===== src/rtl/scramble_pkg.sv =====
// -----------------------------------------------------------------------------
// scramble_pkg
// Definitions shared by the SDRAM arbiter and its request slots:
//   - arb_state_t : arbiter FSM states (IDLE, ISSUE, WAIT)
//   - SDRAM_AW    : default SDRAM byte-address width
//   - SDRAM_DW    : default SDRAM data width
// -----------------------------------------------------------------------------
package scramble_pkg;

    localparam int SDRAM_AW = 25;
    localparam int SDRAM_DW = 8;

    typedef enum logic [1:0] {
        IDLE  = 2'd0,   // waiting for a full slot
        ISSUE = 2'd1,   // command strobe is high this cycle
        WAIT  = 2'd2    // waiting for mem_ready, watchdog running
    } arb_state_t;

endpackage


===== src/rtl/arb_slot.sv =====
// -----------------------------------------------------------------------------
// arb_slot
// One-entry request buffer for a single requester of the SDRAM arbiter.
//
// Ports:
//   clk, reset_n  : clock, asynchronous active-low reset
//   req           : one-cycle request pulse
//   addr, data    : request payload, sampled with req
//   grant         : arbiter takes the buffered request this cycle
//   full          : slot holds a request
//   addr_q,data_q : buffered payload (data_q is tied to 0 when HAS_DATA=0)
//   overrun       : req arrived while the slot was full and not being granted;
//                   the request is dropped (single-cycle, unregistered flag)
//
// A grant frees the slot on the same edge, so a req arriving in the grant
// cycle is captured rather than flagged as an overrun.
// -----------------------------------------------------------------------------
module arb_slot
    import scramble_pkg::*;
#(
    parameter int AW       = SDRAM_AW,
    parameter int DW       = SDRAM_DW,
    parameter bit HAS_DATA = 1'b1
) (
    input  logic          clk,
    input  logic          reset_n,
    input  logic          req,
    input  logic [AW-1:0] addr,
    input  logic [DW-1:0] data,
    input  logic          grant,
    output logic          full,
    output logic [AW-1:0] addr_q,
    output logic [DW-1:0] data_q,
    output logic          overrun
);

    logic take;

    // Capture when empty, or when the current entry is leaving this cycle.
    assign take    = req && (!full || grant);
    assign overrun = req && full && !grant;

    always_ff @(posedge clk or negedge reset_n) begin
        if (!reset_n) begin
            full   <= 1'b0;
            addr_q <= '0;
        end else if (take) begin
            full   <= 1'b1;
            addr_q <= addr;
        end else if (grant) begin
            full   <= 1'b0;
        end
    end

    generate
        if (HAS_DATA) begin : g_data
            always_ff @(posedge clk or negedge reset_n) begin
                if (!reset_n) begin
                    data_q <= '0;
                end else if (take) begin
                    data_q <= data;
                end
            end
        end else begin : g_no_data
            // Read-only requester: no payload register.
            logic unused_data;
            assign unused_data = ^data;
            assign data_q      = '0;
        end
    endgenerate

endmodule


===== src/rtl/sdram_arbiter.sv =====
// -----------------------------------------------------------------------------
// sdram_arbiter
// Shares one SDRAM controller port between the asset loader (writes) and the
// VFD renderer (reads). Each requester has a one-entry slot; the loader has
// fixed priority except when a VFD read has waited through STARVE loader
// grants. A watchdog aborts transfers the controller never completes, and an
// aborted read still returns (all-ones) data so the VFD cannot stall.
//
// Parameters:
//   AW, DW   : address / data width
//   TIMEOUT  : cycles spent in WAIT before abort (>= 2)
//   STARVE   : loader grants, with a VFD read pending, before the VFD wins
//
// Ports:
//   clk, reset_n                 : clock, asynchronous active-low reset
//   ld_req, ld_addr, ld_data     : loader write request (pulse + payload)
//   ld_busy                      : loader slot full
//   vf_req, vf_addr              : VFD read request (pulse + address)
//   vf_data, vf_valid            : read data, held; one-cycle completion pulse
//   mem_addr, mem_din            : command address / write data to controller
//   mem_rd, mem_we               : one-cycle command strobes
//   mem_dout, mem_ready          : controller read data / completion pulse
//   timeout_err                  : sticky, a transfer was aborted
//   overrun_err                  : sticky, a request was dropped (slot full)
//
// All outputs are registered.
// -----------------------------------------------------------------------------
module sdram_arbiter
    import scramble_pkg::*;
#(
    parameter int AW      = SDRAM_AW,
    parameter int DW      = SDRAM_DW,
    parameter int TIMEOUT = 64,
    parameter int STARVE  = 4
) (
    input  logic          clk,
    input  logic          reset_n,
    input  logic          ld_req,
    input  logic [AW-1:0] ld_addr,
    input  logic [DW-1:0] ld_data,
    output logic          ld_busy,
    input  logic          vf_req,
    input  logic [AW-1:0] vf_addr,
    output logic [DW-1:0] vf_data,
    output logic          vf_valid,
    output logic [AW-1:0] mem_addr,
    output logic [DW-1:0] mem_din,
    output logic          mem_rd,
    output logic          mem_we,
    input  logic [DW-1:0] mem_dout,
    input  logic          mem_ready,
    output logic          timeout_err,
    output logic          overrun_err
);

    localparam int WW = (TIMEOUT > 2) ? $clog2(TIMEOUT) : 1;
    localparam int SW = $clog2(STARVE + 1);

    localparam logic [WW-1:0] WD_LAST    = WW'(TIMEOUT - 1);
    localparam logic [SW-1:0] STARVE_LIM = SW'(STARVE);

    arb_state_t     state;
    logic           is_read;    // transfer in flight is a VFD read
    logic [WW-1:0]  wdog;
    logic [SW-1:0]  starve;     // loader grants taken while a VFD read waited

    logic           ld_full, vf_full;
    logic [AW-1:0]  ld_addr_q, vf_addr_q;
    logic [DW-1:0]  ld_data_q, vf_unused_data;
    logic           ld_ovr, vf_ovr;
    logic           vf_starved, grant_ld, grant_vf;

    // ---------------------------------------------------------------- slots
    arb_slot #(.AW(AW), .DW(DW), .HAS_DATA(1'b1)) u_ld_slot (
        .clk     (clk),
        .reset_n (reset_n),
        .req     (ld_req),
        .addr    (ld_addr),
        .data    (ld_data),
        .grant   (grant_ld),
        .full    (ld_full),
        .addr_q  (ld_addr_q),
        .data_q  (ld_data_q),
        .overrun (ld_ovr)
    );

    arb_slot #(.AW(AW), .DW(DW), .HAS_DATA(1'b0)) u_vf_slot (
        .clk     (clk),
        .reset_n (reset_n),
        .req     (vf_req),
        .addr    (vf_addr),
        .data    ('0),
        .grant   (grant_vf),
        .full    (vf_full),
        .addr_q  (vf_addr_q),
        .data_q  (vf_unused_data),
        .overrun (vf_ovr)
    );

    // ---------------------------------------------------------------- grant
    // Loader wins by default; a VFD read that has sat through STARVE loader
    // grants takes the next slot.
    assign vf_starved = vf_full && (starve >= STARVE_LIM);
    assign grant_ld   = (state == IDLE) && ld_full && !vf_starved;
    assign grant_vf   = (state == IDLE) && vf_full && !grant_ld;

    // Slot-full flag is itself a register.
    assign ld_busy = ld_full;

    // ---------------------------------------------------------------- FSM
    always_ff @(posedge clk or negedge reset_n) begin
        if (!reset_n) begin
            state       <= IDLE;
            is_read     <= 1'b0;
            wdog        <= '0;
            starve      <= '0;
            mem_addr    <= '0;
            mem_din     <= '0;
            mem_rd      <= 1'b0;
            mem_we      <= 1'b0;
            vf_data     <= '0;
            vf_valid    <= 1'b0;
            timeout_err <= 1'b0;
            overrun_err <= 1'b0;
        end else begin
            // Strobes and the completion pulse default low every cycle.
            mem_rd   <= 1'b0;
            mem_we   <= 1'b0;
            vf_valid <= 1'b0;

            if (ld_ovr || vf_ovr) begin
                overrun_err <= 1'b1;
            end

            case (state)
                IDLE: begin
                    if (grant_ld) begin
                        mem_addr <= ld_addr_q;
                        mem_din  <= ld_data_q;
                        mem_we   <= 1'b1;
                        is_read  <= 1'b0;
                        state    <= ISSUE;
                        if (vf_full) begin
                            starve <= starve + 1'b1;
                        end
                    end else if (grant_vf) begin
                        mem_addr <= vf_addr_q;
                        mem_rd   <= 1'b1;
                        is_read  <= 1'b1;
                        starve   <= '0;
                        state    <= ISSUE;
                    end
                end

                ISSUE: begin
                    // Strobe is high during this state; mem_ready is ignored.
                    wdog  <= '0;
                    state <= WAIT;
                end

                WAIT: begin
                    if (mem_ready) begin
                        if (is_read) begin
                            vf_data  <= mem_dout;
                            vf_valid <= 1'b1;
                        end
                        state <= IDLE;
                    end else if (wdog == WD_LAST) begin
                        // Abort; reads still complete so the VFD never hangs.
                        timeout_err <= 1'b1;
                        if (is_read) begin
                            vf_data  <= '1;
                            vf_valid <= 1'b1;
                        end
                        state <= IDLE;
                    end else begin
                        wdog <= wdog + 1'b1;
                    end
                end

                default: state <= IDLE;
            endcase
        end
    end

endmodule


===== config.mk =====
export PLATFORM = sky130hd
export DESIGN_NAME = sdram_arbiter
export DESIGN_NICKNAME = d
export VERILOG_FILES = /design/src/rtl/scramble_pkg.sv /design/src/rtl/arb_slot.sv /design/src/rtl/sdram_arbiter.sv
export SDC_FILE = /design/constraint.sdc
export NUM_CORES = 1
export LEC_CHECK = 0
export BUFFER_PORTS_ARGS = -buffer_cell sky130_fd_sc_hd__clkbuf_2
export CAP_MARGIN = 20
export CORE_MARGIN = 2
export CORE_UTILIZATION = 40
export DETAILED_ROUTE_END_ITERATION = 6
export PLACE_DENSITY_LB_ADDON = 0.12
export SLEW_MARGIN = 20
export SYNTH_ARGS = -nofsm -noshare
export SYNTH_HDL_FRONTEND = slang
export SYNTH_SLANG_ARGS = --single-unit

===== constraint.sdc =====
create_clock -name clk -period 4.11 [get_ports clk]
set_clock_uncertainty 0.15 [all_clocks]
set_input_delay 0.6165 -clock clk [delete_from_list [all_inputs] [get_ports clk]]
set_output_delay 0.6165 -clock clk [all_outputs]
set_load 0.02 [all_outputs]

Word-level counts from Yosys, hierarchy flattened
Cells that the tools add are included.
Widths: inputs -> output; s select.
Word-level totals
  register bits after elaboration: 118
  latch bits: 0
  memory bits (writable): 0
  memory bits (read-only): 0
  word-level logic and storage cells: 93
  memories kept: 0
Cells by class
  add/sub/neg operators: 2
  multiply operators: 0
  div/mod/pow operators: 0
  $lt $le $gt $ge: 1
  equal/unequal tests: 8
  shift operators: 0
  mux-type cells: 32
  bitwise logic cells: 1
  reductions and logical operators: 32
Operator list (count)
  $mux 25: 2
  $mux 8: 4
  $mux 1: 15
  $mux 6: 2
  $pmux 6 s2: 1
  $reduce_and 3->1: 4
  $logic_and 1x1->1: 11
  $reduce_bool 2->1: 5
  $mux 3: 3
  $mux 2: 4
  $add 6x1->6 const B: 1
  $eq 6x6->1 const B: 1
  $pmux 2 s3: 1
  $reduce_and 2->1: 3
  $logic_not 1->1: 5
  $ne 2x2->1 const B: 2
  $add 3x1->3 const B: 1
  $ge 3x3->1 const B: 1
  $logic_or 1x1->1: 3
  $ne 3x1->1 const B: 1
  $ne 3x3->1 const B: 1
  $eq 2x1->1 const B: 1
  $eq 2x2->1 const B: 1
  $logic_not 2->1: 1
  2 further kinds: 2

Depth between registers and ports, before layout
Gate-level depths: netlist of run 1.
  depth in word-level cells: 9
  mapped depth: 6
  gate-level depth less buffers: 5

Modules after synthesis
A second synthesis of run 1 with hierarchy kept.
Second synthesis, totals
  cell total of the unflattened synthesis: 367
  area total of the unflattened synthesis: 5153.7 um2
By module, submodules not included
  sdram_arbiter: times used 1, cells an instance 225, area an instance 2575.0 um2, sequential area each 1451.4 um2
  arb_slot (u_ld_slot): times used 1, cells an instance 75, area an instance 1431.4 um2, sequential area each 850.8 um2
  arb_slot (u_vf_slot): times used 1, cells an instance 67, area an instance 1147.4 um2, sequential area each 650.6 um2

Worst setup path after synthesis of run 1
OpenSTA, ideal clock, no wires.
  path type: flip-flop to flip-flop
  start point: reg u_ld_slot.full
  end point: reg mem_din[1]
  data arrival time: 1.494 ns
  required time: 3.835 ns
  setup slack: 2.341 ns
  cell stages (with the launch flop): 6
  period minus slack after synthesis: 1.769 ns
  path through: dfrtp_1 -> a21boi_1 -> and2_1 -> buf_2 -> buf_6 -> mux2_4
On the way
  word-level cells in the longest chain between the ends: 3
RTL lines
  start: declaration: RTL line arb_slot.sv:31  | output logic full,
  start signal: assignment: RTL line arb_slot.sv:45  | full <= 1'b0;
  start signal: assignment: RTL line arb_slot.sv:48  | full <= 1'b1;
  start signal: assignment: RTL line arb_slot.sv:51  | full <= 1'b0;
  $logic_and 1x1->1 (2 in a row): RTL line sdram_arbiter.sv:104  | assign grant_ld = (state == IDLE) && ld_full && !vf_starved;
  $reduce_and 2->1 (no line)
  end signal: assignment: RTL line sdram_arbiter.sv:139  | mem_din <= ld_data_q;
  end: declaration: RTL line sdram_arbiter.sv:47  | output logic [DW-1:0] mem_din,
Every way passes these cells.
A chain may end at the register's enable or synchronous reset.

Worst setup path after layout of run 1
  start point: reg state[0]
  end point: reg mem_addr[11]
On the way
  word-level cells in the longest chain between the ends: 7
  elaborated cells on any way between the ends: 9
  those cells by class: mux (1); reduce/logical (8)
RTL lines
  start: declaration: RTL line sdram_arbiter.sv:62  | arb_state_t state;
  start signal: assignment: RTL line sdram_arbiter.sv:113  | state <= IDLE;
  start signal: assignment: RTL line sdram_arbiter.sv:142  | state <= ISSUE;
  start signal: assignment: RTL line sdram_arbiter.sv:151  | state <= ISSUE;
  $logic_not 2->1 *: RTL line sdram_arbiter.sv:104, sdram_arbiter.sv:105, sdram_arbiter.sv:135
  $logic_and 1x1->1 (2 in a row): RTL line sdram_arbiter.sv:104
  $logic_not 1->1: RTL line sdram_arbiter.sv:105  | assign grant_vf = (state == IDLE) && vf_full && !grant_ld;
  $logic_and 1x1->1: RTL line sdram_arbiter.sv:105
  $reduce_bool 2->1 (no line)
  $reduce_and 2->1 (no line)
  end signal: assignment: RTL line sdram_arbiter.sv:138  | mem_addr <= ld_addr_q;
  end signal: assignment: RTL line sdram_arbiter.sv:147  | mem_addr <= vf_addr_q;
  end: declaration: RTL line sdram_arbiter.sv:46  | output logic [AW-1:0] mem_addr,
Mark *: on every way between the ends. The rest lies on a longest branch, timed or not.

==> results.json, run 1 <==
{
  "status": "finished clean",
  "p_switching_mw": 1.917,
  "fmax_mhz": 428.8,
  "synth_xor_area_frac": 0,
  "max_stage_delay_ns": 0.69,
  "ys_seq_elements": 118,
  "final.period_utilization": 0.5674,
  "synth-edff-count": 0,
  "p_sw_frac": 0.3297,
  "rsz0062_at_grt": "no",
  "drc": 0,
  "slew_headroom": 0.3573,
  "cap_violations": 0,
  "multi_input_area_sq_mm": 0.001949,
  "cts_root_buffer": "clkbuf_16",
  "drt_iter0_drc": 142,
  "peakVddDrop_uv": 438.8,
  "cp_cell_sequence": "nor2_1 -> and2_2 -> buf_4 -> o21ai_0",
  "fp-row-count": 40,
  "synth_flop_cell": "dfrtp_1",
  "cts_tree": "built",
  "p_clk_frac": 0.263,
  "io_buffers": 117,
  "cts_setup_buffers": 0,
  "critPathArrivalTime_ns": 2.46,
  "cp_top_family": "simple AND/OR/NAND/NOR gates",
  "synth_cell_type_count": 45,
  "cts_resized": 0,
  "crit_required_ns": 4.24,
  "cts.path.max_buffers": 2,
  "ys_async_sr_fraction": 1.000,
  "internal-power_mw": 3.897,
  "final_max_slew_viol_count": 0,
  "grt_pass1_vias": 3171,
  "wire_per_inst_um": 15.55,
  "finalHoldViolations": 0,
  "tightest_slew_ns": 0.9606,
  "yosys.area_share.simple": 0.06309,
  "crit_type": "reg -> reg",
  "grt_max_degree": 66,
  "core_area_sq_mm": 0.01216,
  "die_width_um": 116.2,
  "htreeDepth": 4,
  "place_hpwl_um": 6718,
  "synth_area_per_cell_sq_um": 14.15,
  "vias": 3166,
  "yosys_warnings": 0,
  "synth-adder-area-share": 0.004968,
  "crit_buf_inv": 1,
  "die_area_sq_mm": 0.01351,
  "drive_above_1_share": 0.4571,
  "synth_mux_area_frac": 0.2417,
  "cts_buffers": 17,
  "p_seq_frac": 0.361,
  "die_h_um": 116.2,
  "area_growth_pct": 26.08,
  "seqCellArea_sq_mm": 0.002953,
  "leakagePower_nw": 3.232,
  "gr-usage-all-layers": 0.1640,
  "final_core_util": 0.5222,
  "postRouteAntennaNets": 0,
  "worst_setup_path_end_kind": "flip-flop",
  "grt_first_pass_wirelength_um": 16590,
  "clock_latency_ns": 0.41,
  "grt_overflow": 0,
  "period_minus_slack_ns": 2.332,
  "antenna_found_initial": 0,
  "initial_core_util": 0.4142,
  "synth_compound_area_frac": 0.07650,
  "r2r_slack_ns": 1.78,
  "cts.clk_slew.worst_paths_ns": 0.05,
  "power-per-cell-area_mw_per_mm2": 915.5,
  "slowest_stage": "and2_2",
  "ioPinCount": 118,
  "syn_inst": 356,
  "pwr-share-comb": 0.376,
  "cts.sinks": 118,
  "vias_per_cell": 4.812,
  "gp_congestion": 0.7238,
  "synth_top_family_by_area": "multiplexers",
  "worstPathMaxFanout": 36,
  "insertedDiodeCount": 0,
  "setup_tns_ns": 0,
  "nFillCells": 1069,
  "layout.nets": 551,
  "ctsHoldBuffers": 0,
  "routed_wl_um": 10230,
  "seq_area_frac_synth": 0.5862,
  "synth_fp_nets": 429,
  "start_kind": "flip-flop",
  "hp-class": "in -> async",
  "dr.pass1.iters": 4,
  "setup_violations": 0,
  "synth_area_sq_mm": 0.005037
}
## worst register-to-register path, delay by kind of cell (launching register included)
family,cells,cell delay (ns)
buffers and inverters,1,0.39
DFF,1,0.57
AOI/OAI and AO/OA,1,0.13
and+or+nand+nor,2,0.96
## area by class of cell
class | count | area share
flip-flops and latches | 118 | 0.4649
multi-input cells | 217 | 0.3069
repair buffers | 120 | 0.09614
clock buffers | 21 | 0.07250
well taps | 168 | 0.03310
clock inverters | 10 | 0.02403
inverters | 4 | 0.002364
## stage by stage
stage | hold slack (ns) | std cells | total power, mW | instance area (sq um) | worst slack, ns
detailed placement | 0.3126 | 627 | 4.335 | 5738 | 1.744
global placement | 0.3083 | 627 | 4.292 | 5738 | 1.797
CTS | 0.1795 | 658 | 5.897 | 6351 | 1.747
floorplan | 0.1709 | 356 | 3.797 | 5037 | 2.341
finish | 0.1494 | 658 | 5.814 | 6351 | 1.778
global route | 0.2262 | 658 | 6.191 | 6351 | 1.594
## logic make-up (layout without fill, tap and decap cells)
| group | Yosys count | after routing |
|---|---|---|
| adder cells (fa/ha/maj) | 2 | 2 |
| flip-flops | 118 | 118 |
| multiplexers | 92 | 92 |
| buffers and inverters | 21 | 155 |
| AND/OR/NAND/NOR | 67 | 67 |
| AO/OA/AOI/OAI | 56 | 56 |
## placed cells by master, fill, tap and decap left out, types with 2 or more instances in the layout
cell       count
dfrtp_1      118
clkbuf_2     116
mux2_4        57
nand2_1       39
mux2i_1       26
o21ai_0       17
clkbuf_16     17
o21ai_1       10
mux2_2         9
o22a_1         8
nor2_1         5
a21oi_1        5
clkinv_2       5
inv_1          4
bufinv_16      4
buf_4          4
nand2_2        3
nand3_1        3
a22o_1         3
and3_1         2
and2b_1        2
nor2b_1        2
nand2b_1       2
ha_1           2
clkbuf_1       2
clkbuf_8       2
## flip-flops by register name, summed over array words and instances (netlist names)
signal            cells
mem_din               8
mem_rd                1
u_vf_slot.addr_q     25
state                 2
vf_valid              1
u_ld_slot.addr_q     25
overrun_err           1
is_read               1
u_ld_slot.data_q      8
timeout_err           1
wdog                  6
u_ld_slot.full        1
vf_data               8
mem_we                1
starve                3
mem_addr             25
u_vf_slot.full        1
## power by group through the flow
stage	combinational, mW	clock [mW]	sequential, mW
floorplan	1.54	0	2.26
global placement	2.19	0	2.10
detailed placement	2.23	0	2.11
CTS	2.23	1.57	2.10
global route	2.40	1.62	2.17
finish	2.19	1.53	2.10
## metal layers
layer / part of all wire / GRT usage / wire (um) / vias up
met4: 0.013 / 0.06667 / 136 / 0
met1: 0.47 / 0.2184 / 4758 / 1549
met3: 0.066 / 0.05760 / 678 / 12
met2: 0.46 / 0.2457 / 4655 / 106
li1: - / - / - / 1499
met5: 0 / 0 / 0 / -
## worst paths after layout
check	depth (start not counted)	from	endpoint
min in group clk	2	mem_dout[3]	vf_data[3]
worst min-delay path	1	reset_n	u_ld_slot.addr_q[14]
worst min register to register	1	timeout_err	timeout_err
max in group asynchronous	2	reset_n	mem_din[0]
worst max register to register	4	state[0]	mem_addr[11]
worst max-delay path	4	state[0]	mem_addr[11]
## synth_stat cells, types with 2 or more instances
| master | n | area, sq um |
|---|---|---|
| a21oi_1 | 5 | 25.02 |
| nand2_2 | 2 | 12.51 |
| mux2_4 | 57 | 855.8 |
| o22a_1 | 8 | 70.07 |
| a22o_1 | 3 | 26.28 |
| buf_2 | 7 | 35.03 |
| nand2_1 | 40 | 150.1 |
| nor2_1 | 5 | 18.77 |
| and2b_1 | 2 | 15.01 |
| o21ai_1 | 10 | 50.05 |
| ha_1 | 2 | 25.02 |
| clkbuf_2 | 2 | 10.01 |
| mux2i_1 | 26 | 260.3 |
| dfrtp_1 | 118 | 2953 |
| inv_1 | 4 | 15.01 |
| buf_6 | 6 | 67.56 |
| o21ai_0 | 17 | 85.08 |
| nand3_1 | 3 | 15.01 |
| mux2_2 | 9 | 101.4 |
| and3_1 | 2 | 12.51 |
| nand2b_1 | 2 | 12.51 |
| nor2b_1 | 2 | 12.51 |
| and2_1 | 2 | 12.51 |
No activity file was read; power rests on OpenSTA's default activity.
==> run 2, diff against run 1 <==
Clock period 4.11 ns to 1.9 ns, I/O delays scaled along.
==> run 2 against run 1 <==
Core utilization rose by 7.5 points. Die area did not move. First-iteration DRC count rose by 4.9%. Total power rose by 130%. Highest routed layer unchanged. Critical path type unchanged.
==> results.json, run 2 (synthesis results as in run 1) <==
{
  "status": "finished clean",
  "routed_wl_um": 11220,
  "max_stage_delay_ns": 0.42,
  "insertedDiodeCount": 0,
  "crit_required_ns": 2.05,
  "htreeDepth": 4,
  "fp-row-count": 40,
  "io_buffers": 117,
  "cts.clk_slew.worst_paths_ns": 0.05,
  "slew_headroom": 0.5742,
  "multi_input_area_sq_mm": 0.001957,
  "cts_buffers": 17,
  "reg2reg_to": "wdog[1]",
  "drc": 0,
  "final_max_slew_viol_count": 0,
  "peakVddDrop_uv": 946.7,
  "postRouteAntennaNets": 0,
  "tightest_slew_ns": 0.6388,
  "gr-usage-all-layers": 0.1817,
  "seqCellArea_sq_mm": 0.002953,
  "grt_max_degree": 118,
  "hp-class": "in -> async",
  "ioPinCount": 118,
  "wire_per_inst_um": 15.18,
  "cts_setup_buffers": 0,
  "layout_common_cells": "dfrtp_1, clkbuf_2, dlygate4sd3_1, mux2_4, nand2_1",
  "fmax_mhz": 554.8,
  "grt_first_pass_wirelength_um": 18440,
  "antenna_found_initial": 0,
  "cts.sinks": 118,
  "clock_latency_ns": 0.41,
  "fin_ws_ns": 0.09748,
  "dpl_cell_area_sq_mm": 0.005883,
  "nFillCells": 997,
  "cts.path.max_buffers": 2,
  "r2r_slack_ns": 0.1,
  "pwr-share-comb": 0.392,
  "vias_per_cell": 4.750,
  "start_kind": "flip-flop",
  "core_area_sq_mm": 0.01216,
  "endpoint": "wdog[1]",
  "p_clk_frac": 0.274,
  "area_growth_pct": 44.09,
  "r2r_cells": 5,
  "drive_above_1_share": 0.4116,
  "cts_root_buffer": "clkbuf_16",
  "cap_violations": 0,
  "grt_pass1_vias": 3653,
  "reg_top3": "mem_addr x25, u_ld_slot.addr_q x25, u_vf_slot.addr_q x25",
  "worst_setup_path_end_kind": "flip-flop",
  "setup_tns_ns": 0,
  "leakagePower_nw": 3.627,
  "place_hpwl_um": 6687,
  "p_switching_mw": 4.307,
  "worstReg2RegStart": "wdog[1]",
  "power-per-cell-area_mw_per_mm2": 1842,
  "initial_core_util": 0.4142,
  "vias": 3510,
  "crit_type": "reg -> reg",
  "die_area_sq_mm": 0.01351,
  "finalHoldViolations": 0,
  "cts_tree": "built",
  "drt_iter0_drc": 149,
  "dp.cells": 638,
  "crit_start": "wdog[1]",
  "postLayoutCellArea_sq_mm": 0.007258,
  "instances_no_fill": 739,
  "place_ws_ns": 0.1074,
  "p_sw_frac": 0.3221,
  "dr.pass1.iters": 4,
  "internal-power_mw": 9.066,
  "die_width_um": 116.2,
  "gp_congestion": 0.7936,
  "period_minus_slack_ns": 1.803,
  "slowest_stage": "dfrtp_1",
  "grt_overflow": 0,
  "critPathArrivalTime_ns": 1.95,
  "mostFrequentLayoutCell": "dfrtp_1",
  "rsz0062_at_grt": "no",
  "final.period_utilization": 0.9487,
  "layout.nets": 631,
  "worstPathMaxFanout": 8,
  "die_h_um": 116.2,
  "p_seq_frac": 0.334,
  "setup_violations": 0,
  "cp_cell_sequence": "ha_1 -> and3_1 -> nand3_4 -> a32o_1 -> a22o_1"
}
==> run 2: worst min path at each step <==
stage	startpoint	endpoint	cells after the start
6_report	reset_n	u_vf_slot.addr_q[14]	2
5_1_grt	reset_n	u_vf_slot.addr_q[14]	2
4_1_cts	reset_n	u_vf_slot.addr_q[14]	2
3_5_place_dp	reset_n	u_vf_slot.addr_q[14]	1
3_3_place_gp	reset_n	u_vf_slot.addr_q[14]	1
2_1_floorplan	reset_n	is_read	0
==> run 2: power by group through the flow <==
stage / clock network [mW] / logic (mW) / registers, mW
4_1_cts: 3.74 / 5.32 / 4.47
3_5_place_dp: 0 / 5.19 / 4.48
6_report: 3.66 / 5.25 / 4.47
3_3_place_gp: 0 / 5.11 / 4.45
2_1_floorplan: 0 / 3.33 / 4.88
5_1_grt: 3.87 / 5.72 / 4.63
==> run 2: routing by layer <==
layer  track usage  routed length [um]  up-vias
met5             0                   0        -
met4       0.07143                 146        0
met3       0.06487                 598       10
met2        0.2775                5331       95
met1        0.2379                5142     1736
li1              -                   -     1669
==> run 2: layout make-up <==
| class | count | share of cell area |
|---|---|---|
| clock buffer | 23 | 0.06585 |
| clock inverter | 9 | 0.02689 |
| inverter | 4 | 0.002069 |
| multi-input combinational | 217 | 0.2696 |
| sequential | 118 | 0.4068 |
| tap | 168 | 0.02896 |
| timing repair buffer | 200 | 0.1998 |
==> run 2: repair_timing <==
action | 4_1_cts | 5_1_grt
hold endpoints to repair | 186 | 0
gates resized for setup | 0 | 2
setup endpoints to repair | 0 | 6
hold buffers | 69 | 0
==> run 2: critical path: cells and delay by family, from the launching register on <==
kind                       cells  cell delay [ns]
DFF                            1             0.42
and+or+nand+nor                2             0.39
AOI/OAI and AO/OA              2             0.51
adders and majority gates      1             0.21
==> run 2: metrics by stage <==
| step | util | hold slack (ns) | total power [mW] |
|---|---|---|---|
| floorplan | - | -0.1606 | 8.213 |
| finish | 0.5968 | 0.04818 | 13.37 |
| global placement | 0.4837 | -0.07308 | 9.560 |
| global route | 0.5968 | 0.03434 | 14.22 |
| detailed placement | 0.4837 | -0.07255 | 9.677 |
| CTS | 0.5959 | 0.03096 | 13.53 |
==> run 3, diff against run 2 <==
Settings changed: CORE_UTILIZATION 40 to 45.
==> run 3 against run 2 <==
Critical path depth shrank 1. Sequential power is essentially flat. Largest power group unchanged. Core utilization grew 6.5 points.
==> results.json, run 3 (synthesis results as in run 1) <==
{
  "status": "finished clean",
  "grt_pass1_vias": 3752,
  "cts.sinks": 118,
  "antenna_found_initial": 0,
  "routed_wl_um": 11030,
  "peakVddDrop_uv": 956.5,
  "cts_root_buffer": "clkbuf_8",
  "die_area_sq_mm": 0.01206,
  "final.period_utilization": 0.9378,
  "die_h_um": 109.8,
  "tightest_slew_ns": 0.4790,
  "insertedDiodeCount": 0,
  "grt_max_degree": 38,
  "start_kind": "flip-flop",
  "leakagePower_nw": 3.622,
  "drt_iter0_drc": 145,
  "drive_above_1_share": 0.4157,
  "area_growth_pct": 43.00,
  "worst_setup_path_end_kind": "flip-flop",
  "die_width_um": 109.8,
  "finalHoldViolations": 0,
  "htreeDepth": 4,
  "cts.path.max_buffers": 2,
  "postRouteAntennaNets": 0,
  "power-per-cell-area_mw_per_mm2": 1799,
  "grt_first_pass_wirelength_um": 18090,
  "cts_buffers": 17,
  "io_buffers": 117,
  "cts.clk_slew.worst_paths_ns": 0.06,
  "gp_congestion": 0.8177,
  "endpoint": "mem_addr[12]",
  "nFillCells": 787,
  "worstPathMaxFanout": 30,
  "cap_violations": 0,
  "setup_tns_ns": 0,
  "slew_headroom": 0.6807,
  "layout_common_cells": "dfrtp_1, clkbuf_2, dlygate4sd3_1, mux2_4, nand2_1",
  "period_minus_slack_ns": 1.782,
  "fmax_mhz": 561.2,
  "initial_core_util": 0.4627,
  "fp-row-count": 38,
  "layout.nets": 635,
  "dr.pass1.iters": 4,
  "cts_tree": "built",
  "clock_latency_ns": 0.52,
  "multi_input_area_sq_mm": 0.001957,
  "core_area_sq_mm": 0.01089,
  "worstReg2RegStart": "state[1]",
  "setup_violations": 0,
  "finalPower_mw": 12.96,
  "r2r_cells": 4,
  "hp-class": "in -> async",
  "final_max_slew_viol_count": 0,
  "rsz0062_at_grt": "no",
  "place_hpwl_um": 7004,
  "vias_per_cell": 4.898,
  "ioPinCount": 118,
  "final_core_util": 0.6616,
  "critPathArrivalTime_ns": 2.00,
  "mostFrequentLayoutCell": "dfrtp_1",
  "vias": 3502,
  "reg_top3": "mem_addr x25, u_ld_slot.addr_q x25, u_vf_slot.addr_q x25",
  "crit_required_ns": 2.12,
  "reg2reg_to": "mem_addr[12]",
  "seqCellArea_sq_mm": 0.002953,
  "grt_overflow": 0,
  "crit_start": "state[1]",
  "r2r_slack_ns": 0.12,
  "crit_type": "reg -> reg",
  "gr-usage-all-layers": 0.2011,
  "cts_setup_buffers": 0,
  "drc": 0,
  "wire_per_inst_um": 15.43
}
-- run 3: worst max-delay path, cell delays in order (launching register included) --
cell and delay (ns):
dfrtp_1 0.48, nor2_1 0.23, and2_2 0.26, buf_4 0.33, o21ai_0 0.17
-- run 3: worst min path at each step --
stage / startpoint / endpoint / slack (ns)
floorplan: reset_n / is_read / -0.16
global route: reset_n / vf_data[0] / 0.16
detailed placement: reset_n / vf_data[0] / 0.13
CTS: reset_n / mem_addr[15] / 0.13
finish: reset_n / vf_data[6] / 0.13
global placement: reset_n / vf_data[0] / 0.12
-- run 3: report_power, final --
group          switching (mW)  internal, mW  total, mW  leakage (nW)
registers               0.736          3.75       4.48          1.41
clock network            1.07          2.12       3.20         0.298
logic                    2.48          2.79       5.27          1.91
-- run 3: final cells by class --
type	instances	area share
inverter	4	0.002084
clock buffer	23	0.06618
sequential	118	0.4099
tap	140	0.02432
timing repair buffer	204	0.2088
multi-input combinational	217	0.2717
clock inverter	9	0.01702
-- run 3: per-stage QoR --
step	hold slack [ns]	area (sq um)	setup slack, ns	instances
3_5_place_dp	0.1274	5896	0.1124	613
6_report	0.1287	7203	0.1181	715
3_3_place_gp	0.1238	5896	0.1586	613
5_1_grt	0.1565	7203	0.01062	715
2_1_floorplan	-0.1606	5037	0.1306	356
4_1_cts	0.1251	7196	0.1012	715
-- run 3: per-layer routing --
layer	routed length, um	up-vias	GRT usage
li1	-	1670	-
met1	4840	1722	0.2446
met2	5489	100	0.3335
met3	550	10	0.07054
met4	153	0	0.06600
met5	0	-	0
-- run 3: what timing repair did --
| item | in CTS | in global routing |
|---|---|---|
| endpoints found under the hold margin | 170 | 0 |
| endpoints found under the setup margin | 0 | 1 |
| hold buffers | 70 | 0 |
| gates resized for setup | 0 | 1 |
